==> src/rtl/odd_addr_reader.sv <==
// Read-back sequencer: issues descending odd RAM addresses 2N-1 .. 1 and
// returns the data in order through a 2-entry valid/ready output FIFO.
//
//   state | meaning
//   IDLE  | waiting for start; len==0 start produces a bare done pulse
//   ISSUE | issuing one read per cycle while FIFO credit allows
//   DRAIN | all reads issued; waiting for the FIFO and the RAM pipe to empty
module odd_addr_reader #(
    parameter int ADDR_W = 10,
    parameter int DATA_W = 16
) (
    input  logic              clk,
    input  logic              reset,
    input  logic              start,
    input  logic [ADDR_W-1:0] len,
    input  logic              clr,
    output logic              rd_en,
    output logic [ADDR_W-1:0] rd_addr,
    input  logic [DATA_W-1:0] rd_data,
    output logic [DATA_W-1:0] out_data,
    output logic              out_valid,
    input  logic              out_ready,
    output logic              busy,
    output logic              done
);

    localparam logic [ADDR_W-1:0] MAX_N = ADDR_W'(1) << (ADDR_W - 1);

    typedef enum logic [1:0] {IDLE, ISSUE, DRAIN} state_t;

    state_t            state, state_nx;
    logic [ADDR_W-1:0] addr_q;
    logic [ADDR_W-1:0] rem_q;
    logic              inflight_q;
    logic [1:0]        occ_q;
    logic [DATA_W-1:0] mem_q [2];
    logic              wr_ptr_q, rd_ptr_q;
    logic              done_q;

    logic              pop, push, credit, drain_empty;
    logic              load, issue, done_set;
    logic [2:0]        credit_sum;
    logic [ADDR_W-1:0] len_c, start_addr;

    // A read issued last cycle lands in the FIFO this cycle.
    assign push        = inflight_q;
    assign pop         = out_valid & out_ready;
    assign credit_sum  = {1'b0, occ_q} + {2'b0, inflight_q} - {2'b0, pop};
    assign credit      = credit_sum < 3'd2;
    assign drain_empty = !inflight_q && ((occ_q == 2'd0) || (occ_q == 2'd1 && pop));

    // Entry count beyond the odd-address space is clamped; 2N-1 wraps cleanly in ADDR_W bits.
    assign len_c      = (len > MAX_N) ? MAX_N : len;
    assign start_addr = (len_c << 1) - ADDR_W'(1);

    assign rd_addr   = rd_en ? addr_q : '0;
    assign out_valid = occ_q != 2'd0;
    assign out_data  = out_valid ? mem_q[rd_ptr_q] : '0;
    assign busy      = state != IDLE;
    assign done      = done_q;

    // State register.
    always_ff @(posedge clk or negedge reset) begin
        if (!reset) state <= IDLE;
        else        state <= state_nx;
    end

    // Next-state and read-issue decode; clr overrides everything.
    always_comb begin
        state_nx = state;
        rd_en    = 1'b0;
        load     = 1'b0;
        issue    = 1'b0;
        done_set = 1'b0;
        if (clr) begin
            state_nx = IDLE;
        end else begin
            case (state)
                IDLE: begin
                    if (start) begin
                        if (len == '0) begin
                            done_set = 1'b1;
                        end else begin
                            load     = 1'b1;
                            state_nx = ISSUE;
                        end
                    end
                end
                ISSUE: begin
                    if (credit) begin
                        rd_en = 1'b1;
                        issue = 1'b1;
                        if (rem_q == ADDR_W'(1)) state_nx = DRAIN;
                    end
                end
                DRAIN: begin
                    if (drain_empty) begin
                        done_set = 1'b1;
                        state_nx = IDLE;
                    end
                end
                default: state_nx = IDLE;
            endcase
        end
    end

    // Address/count bookkeeping, RAM-pipe flag, output FIFO and done pulse.
    always_ff @(posedge clk or negedge reset) begin
        if (!reset) begin
            addr_q     <= '0;
            rem_q      <= '0;
            inflight_q <= 1'b0;
            occ_q      <= 2'd0;
            wr_ptr_q   <= 1'b0;
            rd_ptr_q   <= 1'b0;
            done_q     <= 1'b0;
            for (int i = 0; i < 2; i++) mem_q[i] <= '0;
        end else if (clr) begin
            // Dropping inflight here discards the read data returning next cycle.
            inflight_q <= 1'b0;
            occ_q      <= 2'd0;
            wr_ptr_q   <= 1'b0;
            rd_ptr_q   <= 1'b0;
            done_q     <= 1'b0;
        end else begin
            inflight_q <= rd_en;
            done_q     <= done_set;
            if (load) begin
                addr_q <= start_addr;
                rem_q  <= len_c;
            end else if (issue && rem_q != ADDR_W'(1)) begin
                addr_q <= addr_q - ADDR_W'(2);
                rem_q  <= rem_q - ADDR_W'(1);
            end
            if (push) begin
                mem_q[wr_ptr_q] <= rd_data;
                wr_ptr_q        <= ~wr_ptr_q;
            end
            if (pop) rd_ptr_q <= ~rd_ptr_q;
            occ_q <= occ_q + {1'b0, push} - {1'b0, pop};
        end
    end

    // Credit accounting guarantees the FIFO never overflows.
    a_no_overflow: assert property (@(posedge clk) disable iff (!reset)
        !(push && occ_q == 2'd2 && !pop));

endmodule

==> config.mk <==
export PLATFORM = sky130hd
export DESIGN_NAME = odd_addr_reader
export DESIGN_NICKNAME = d
export VERILOG_FILES = /design/src/rtl/odd_addr_reader.sv
export SDC_FILE = /design/constraint.sdc
export NUM_CORES = 1
export LEC_CHECK = 0
export BUFFER_PORTS_ARGS = -buffer_cell sky130_fd_sc_hd__buf_2
export CAP_MARGIN = 25
export CORE_AREA = 2 2 90 92
export CTS_BUF_LIST = sky130_fd_sc_hd__clkbuf_4 sky130_fd_sc_hd__clkbuf_8
export DETAILED_ROUTE_END_ITERATION = 8
export DIE_AREA = 0 0 92 94
export GPL_TIMING_DRIVEN = 0
export PLACE_DENSITY = 0.61
export REMOVE_ABC_BUFFERS = 1
export SYNTH_ARGS = -nofsm -noshare
export SYNTH_HDL_FRONTEND = slang
export SYNTH_SLANG_ARGS = --single-unit
==> constraint.sdc <==
create_clock -name clk -period 4.75 [get_ports clk]
set_input_delay 0.475 -clock clk [delete_from_list [all_inputs] [get_ports clk]]
set_output_delay 0.475 -clock clk [all_outputs]
set_load 0.005 [all_outputs]
==> flow_metrics.py, run 1 <==
metrics = {
    "route": {
        "viasPerCell": 5.468,
        "first_iter_violations": 99,
        "num_vias": 2685,
        "antenna_left": 0,
        "wl_per_cell_um": 15.73,
        "routed_wl_um": 7721,
        "drcViolationCount": 0,
        "firstDrtPassIters": 4,
    },
    "setup_path": {
        "crit_required_ns": 4.28,
        "cp-startpoint": "occ_q[1]",
        "crit_family": "simple AND/OR/NAND/NOR gates",
        "r2r_cells": 13,
        "end_kind": "output port",
        "critical-path-slowest-cell": "xnor2_1",
        "startpoint_type": "flip-flop",
        "cp-endpoint": "rd_en",
        "path_cells": "nor2_2 -> nor2_1 -> ha_1 -> inv_1 -> ha_1 -> inv_1 -> fa_1 -> xnor2_1 -> nand2_1 -> inv_1 -> buf_2",
        "reg2reg_from": "occ_q[1]",
        "cp_max_fo": 12,
        "worstSetupPathType": "reg -> out",
        "cp_slowest_stage_delay_ns": 0.53,
        "regToRegSetupSlack_ns": 0.58,
        "cp_num_buf_inv": 4,
        "path_depth": 11,
        "worstPathArrival_ns": 3.77,
        "r2r_end": "addr_q[7]",
        "crit_top_cell": "inv_1",
    },
    "layout": {
        "fin_util": 0.5257,
        "layout_common_cells": "dfrtp_1 (60), buf_2 (60), nor2_1 (33), mux2_2 (32), o21ai_0 (17)",
        "fillerInstances": 694,
        "nets": 422,
        "diodes": 0,
        "area_delta_synth_final_pct": 20.65,
        "register_area_mm2": 0.001501,
        "layout.cells.non_filler": 491,
        "multiInputGateArea_mm2": 0.001719,
        "drive_above_1_share": 0.3188,
    },
    "global_route": {
        "grt_pass1_wl_um": 12910,
        "antenna_found_initial": 0,
        "grt_max_degree": 33,
        "grt_use_total": 0.1902,
        "overflow": 0,
        "grt_pass1_vias": 2611,
    },
    "sta": {
        "skew_ns": 0.009112,
        "worstMarginPinSlew_ns": 0.9696,
        "finalMaxSlewViolations": 0,
        "fmax_ghz": 0.2354,
        "whs_ns": 0.1684,
        "hold_violations": 0,
        "fin_crit_ns": 4.248,
        "slew_headroom": 0.3536,
        "fin_crit_sh": 0.8943,
        "finalSetupViolations": 0,
        "rsz0062_at_grt": "false",
        "finalSetupTns_ns": 0,
    },
    "yosys": {
        "synth_top_cells_by_area": "dfrtp_1 (45%), mux2_2 (11%), mux2i_1 (4.8%), nor2_1 (3.9%), o21ai_0 (2.6%)",
        "synth_edf_count": 0,
        "synth_top_area_cell": "dfrtp_1",
        "syn-cell-area_mm2": 0.003314,
        "avgSynthCellArea_um2": 10.26,
        "synth_ff_type": "dfrtp_1",
        "synthArstFlopShare": 1.000,
        "syn_inst": 323,
        "ys_seq_area_frac": 0.4530,
        "synth-seq-cells": 60,
        "ys_warn_count": 0,
        "synth.distinct_cells": 53,
        "synth_top_area_frac": 0.4530,
    },
    "die": {
        "die-area_mm2": 0.008648,
        "num_rows": 32,
        "die_x_um": 92,
        "io_pins": 61,
        "core_mm2": 0.007607,
        "fp.dieH_um": 94,
        "initial_core_util": 0.4357,
    },
    "placement": {
        "gp_congestion": 0.9003,
        "post-place-cells": 475,
        "dp_hpwl_um": 5598,
        "port_buffers": 60,
    },
    "clocking": {
        "clkLatencyLatePin_ns": 0.35,
        "cts_sinks": 60,
        "cts_buffers": 9,
        "cts-root-buf": "clkbuf_8",
        "ctsHoldBuffers": 0,
        "h-tree-depth": 3,
        "cts_buffer_depth": 2,
        "tritoncts": "built",
        "clk_pin_slew_ns": 0.08,
    },
    "worst_hold_path": {
        "hp-class": "in -> async",
    },
    "pwr": {
        "ir_drop_v": 0.0002554,
        "p_leak_nw": 1.819,
        "p_per_area_mw_per_mm2": 578.3,
    },
    "flow_run": {
        "drv_cap": 0,
    },
    "status": {
        "status": "finished clean",
    },
}
[flip-flops by register name (all words and copies together), names as in the netlist]
signal / cells
addr_q: 10
done: 1
inflight_q: 1
mem_q: 32
occ_q: 2
rd_ptr_q: 1
rem_q: 10
state: 2
wr_ptr_q: 1
[how the worst min path moves through the flow]
stage	to	cells past startpoint	from	slack (ns)
floorplan	addr_q[0]	0	reset	0.18
global placement	addr_q[0]	1	addr_q[0]	0.44
detailed placement	addr_q[0]	1	addr_q[0]	0.46
CTS	mem_q[26]	1	reset	0.18
global route	mem_q[10]	1	reset	0.22
finish	mem_q[10]	1	reset	0.17
[Yosys cell counts (4+ instances only)]
master    instances
ha_1              6
nand3_1           9
a21oi_1          13
clkbuf_1          9
nand2_1          13
xnor2_1           9
nor3_1           10
a22oi_1           4
mux2_2           32
inv_1            12
mux2i_1          16
and3_1            9
dfrtp_1          60
o21ai_0          17
xor2_1            4
nor4_1            5
nor2_1           34
[report_power, final]
group	internal, mW	switching [mW]
clock network	0.352	0.221
registers	0.728	0.186
logic	0.422	0.405
[layout make-up]
cell class,count,share of cell area
inverter,13,0.01220
clock inverter,7,0.03098
clock buffer,9,0.03098
tap,102,0.03191
sequential,60,0.3755
multi-input combinational,236,0.4299
timing repair buffer,64,0.08855
[metrics by stage]
step                      setup WS [ns]  area, um2  power (mW)
after global routing            0.08489       3999       2.490
after floorplan                   1.112       3251       1.453
after global placement          0.01103       3679       1.703
after detailed placement         0.3723       3749       1.750
final                            0.5020       3999       2.312
after CTS                        0.2307       3996       2.331
[timing repair]
action                                  in CTS  in global routing
resized for setup                            0                  1
setup buffers                                0                  0
endpoints found under the setup margin       0                  4
[cell families after synthesis]
| kind of cell | count (synthesis) | synth area share |
|---|---|---|
| mux | 48 | 0.1570 |
| xor+xnor | 13 | 0.03435 |
| compound gates | 60 | 0.1178 |
| buf+inv | 27 | 0.03397 |
| fa+ha+maj | 7 | 0.02869 |
| simple gates | 108 | 0.1752 |
| flops | 60 | 0.4530 |
[metal layers]
layer / wire length, um / vias to the layer above / global-route usage
met3: 305 / 10 / 0.03130
met2: 3716 / 65 / 0.3137
met5: 0 / - / 0
met1: 3581 / 1304 / 0.2506
li1: - / 1306 / -
met4: 118 / 0 / 0.07711
(Power assumes the default switching activity.)
==> run 2: changes to the inputs <==
- PLACE_DENSITY: 0.61 -> 0.62
==> run 2 against run 1 <==
  * Total power down 5.7%
  * Critical path type unchanged
  * Clock power fell by 22%
  * Global-route usage down 0.86 points
  * Core utilization fell by 0.72 points
  * Sequential cell count is the same
==> flow_metrics.py, run 2 (synthesis results as in run 1) <==
metrics = {
    "clocking": {
        "clkLatencyLatePin_ns": 0.33,
        "cts_setup_buffers": 0,
        "h-tree-depth": 3,
        "cts_buffer_depth": 2,
        "clk_pin_slew_ns": 0.07,
        "tritoncts": "built",
        "cts_sinks": 60,
        "cts_buffers": 9,
        "cts-resized-gates": 0,
        "ctsHoldBuffers": 0,
        "cts-root-buf": "clkbuf_8",
    },
    "setup_path": {
        "worstPathArrival_ns": 3.92,
        "end_kind": "output port",
        "worstSetupPathType": "reg -> out",
        "cp_max_fo": 12,
        "startpoint_type": "flip-flop",
        "crit_required_ns": 4.28,
    },
    "route": {
        "firstDrtPassIters": 4,
        "num_vias": 2709,
        "first_iter_violations": 125,
        "drcViolationCount": 0,
        "viasPerCell": 5.517,
        "antenna_left": 0,
        "routed_wl_um": 7558,
        "wl_per_cell_um": 15.39,
    },
    "status": {
        "status": "finished clean",
    },
    "sta": {
        "fin_crit_ns": 4.390,
        "finalSetupTns_ns": 0,
        "fin_crit_sh": 0.9243,
        "rsz0062_at_grt": "false",
        "fmax_ghz": 0.2278,
        "whs_ns": 0.1472,
        "finalSetupViolations": 0,
        "slew_headroom": 0.3559,
        "skew_ns": 0.01077,
        "finalMaxSlewViolations": 0,
        "worstMarginPinSlew_ns": 0.9661,
        "hold_violations": 0,
    },
    "layout": {
        "nets": 422,
        "fillerInstances": 720,
        "area_delta_synth_final_pct": 18.99,
        "largest_reg_flops": 32,
        "diodes": 0,
        "layout_common_cells": "dfrtp_1 (60), buf_2 (60), nor2_1 (34), mux2_2 (32), o21ai_0 (17)",
        "top_register": "mem_q",
        "drive_above_1_share": 0.3162,
        "biggestRegsByFlops": "mem_q x32, addr_q x10, rem_q x10",
    },
    "placement": {
        "dp_hpwl_um": 5434,
        "port_buffers": 60,
        "gp_congestion": 0.8927,
    },
    "pwr": {
        "ir_drop_v": 0.0001759,
        "p_leak_nw": 1.800,
        "power_mw": 2.182,
        "p_per_area_mw_per_mm2": 553.2,
    },
    "die": {
        "num_rows": 32,
        "die-area_mm2": 0.008648,
        "die_x_um": 92,
        "fp.dieH_um": 94,
        "initial_core_util": 0.4357,
        "core_mm2": 0.007607,
        "io_pins": 61,
    },
    "global_route": {
        "grt_max_degree": 36,
        "grt_pass1_wl_um": 12390,
        "grt_use_total": 0.1816,
        "grt_pass1_vias": 2542,
        "antenna_found_initial": 0,
        "overflow": 0,
    },
    "flow_run": {
        "drv_cap": 0,
    },
    "worst_hold_path": {
        "hp-class": "in -> async",
    },
}
==> run 2: cell count changes in the layout (fill, tap and decap cells not counted), sizes merged <==
cell | previous run | this run
bufinv | 3 | 1
clkbuf | 9 | 11
clkinv | 3 | 4
inv | 13 | 12
==> run 2: final timing paths <==
path                             from  cells after the start        end  slack (ns)
max in group asynchronous       reset                      2   mem_q[1]        4.00
max reg2reg                  occ_q[1]                     13  addr_q[7]        0.43
min reg2reg                 addr_q[0]                      1  addr_q[0]        0.47
max                          occ_q[1]                     11      rd_en        0.36
min                             reset                      1  mem_q[18]        0.15
min in group clk           rd_data[9]                      2   mem_q[9]        0.39
==> run 2: cell type report <==
type	count	area, um2	share of cell area
Multi-Input combinational cell	236	1717	0.4353
Sequential cell	60	1501	0.3807
Timing Repair Buffer	64	357.8	0.09074
Clock buffer	11	138.9	0.03522
Tap cell	102	127.6	0.03236
Clock inverter	5	52.55	0.01332
Inverter	13	48.80	0.01237
==> run 2: power breakdown <==
group / switching, mW / internal, mW
sequential: 0.186 / 0.729
combinational: 0.401 / 0.421
clock: 0.194 / 0.251
==> run 2: critical path, cell delays in order (launching register included) <==
cell and delay [ns]:
dfrtp_1 0.44, nor2_1 0.54, nor2_1 0.15, ha_1 0.30, inv_1 0.05, ha_1 0.13, inv_1 0.05, fa_1 0.37
xnor2_1 0.53, nand2_1 0.50, inv_1 0.35, buf_2 0.17
==> run 2: routing by layer <==
metal / vias to the layer above / share of wire / global-route usage
met5: - / 0 / 0
met4: 0 / 0.0061 / 0.04229
met3: 6 / 0.059 / 0.04815
met2: 79 / 0.48 / 0.2984
met1: 1323 / 0.46 / 0.2415
li1: 1301 / - / -
==> run 2: metrics by stage <==
stage / util / worst slack, ns / area [um2] / std cells
after floorplan: - / 1.112 / 3251 / 309
after global placement: 0.4836 / 0.03477 / 3679 / 471
after detailed placement: 0.4933 / 0.4710 / 3752 / 475
after CTS: 0.5184 / 0.3440 / 3944 / 491
after global routing: 0.5184 / 0.01683 / 3944 / 491
final: 0.5184 / 0.3598 / 3944 / 491
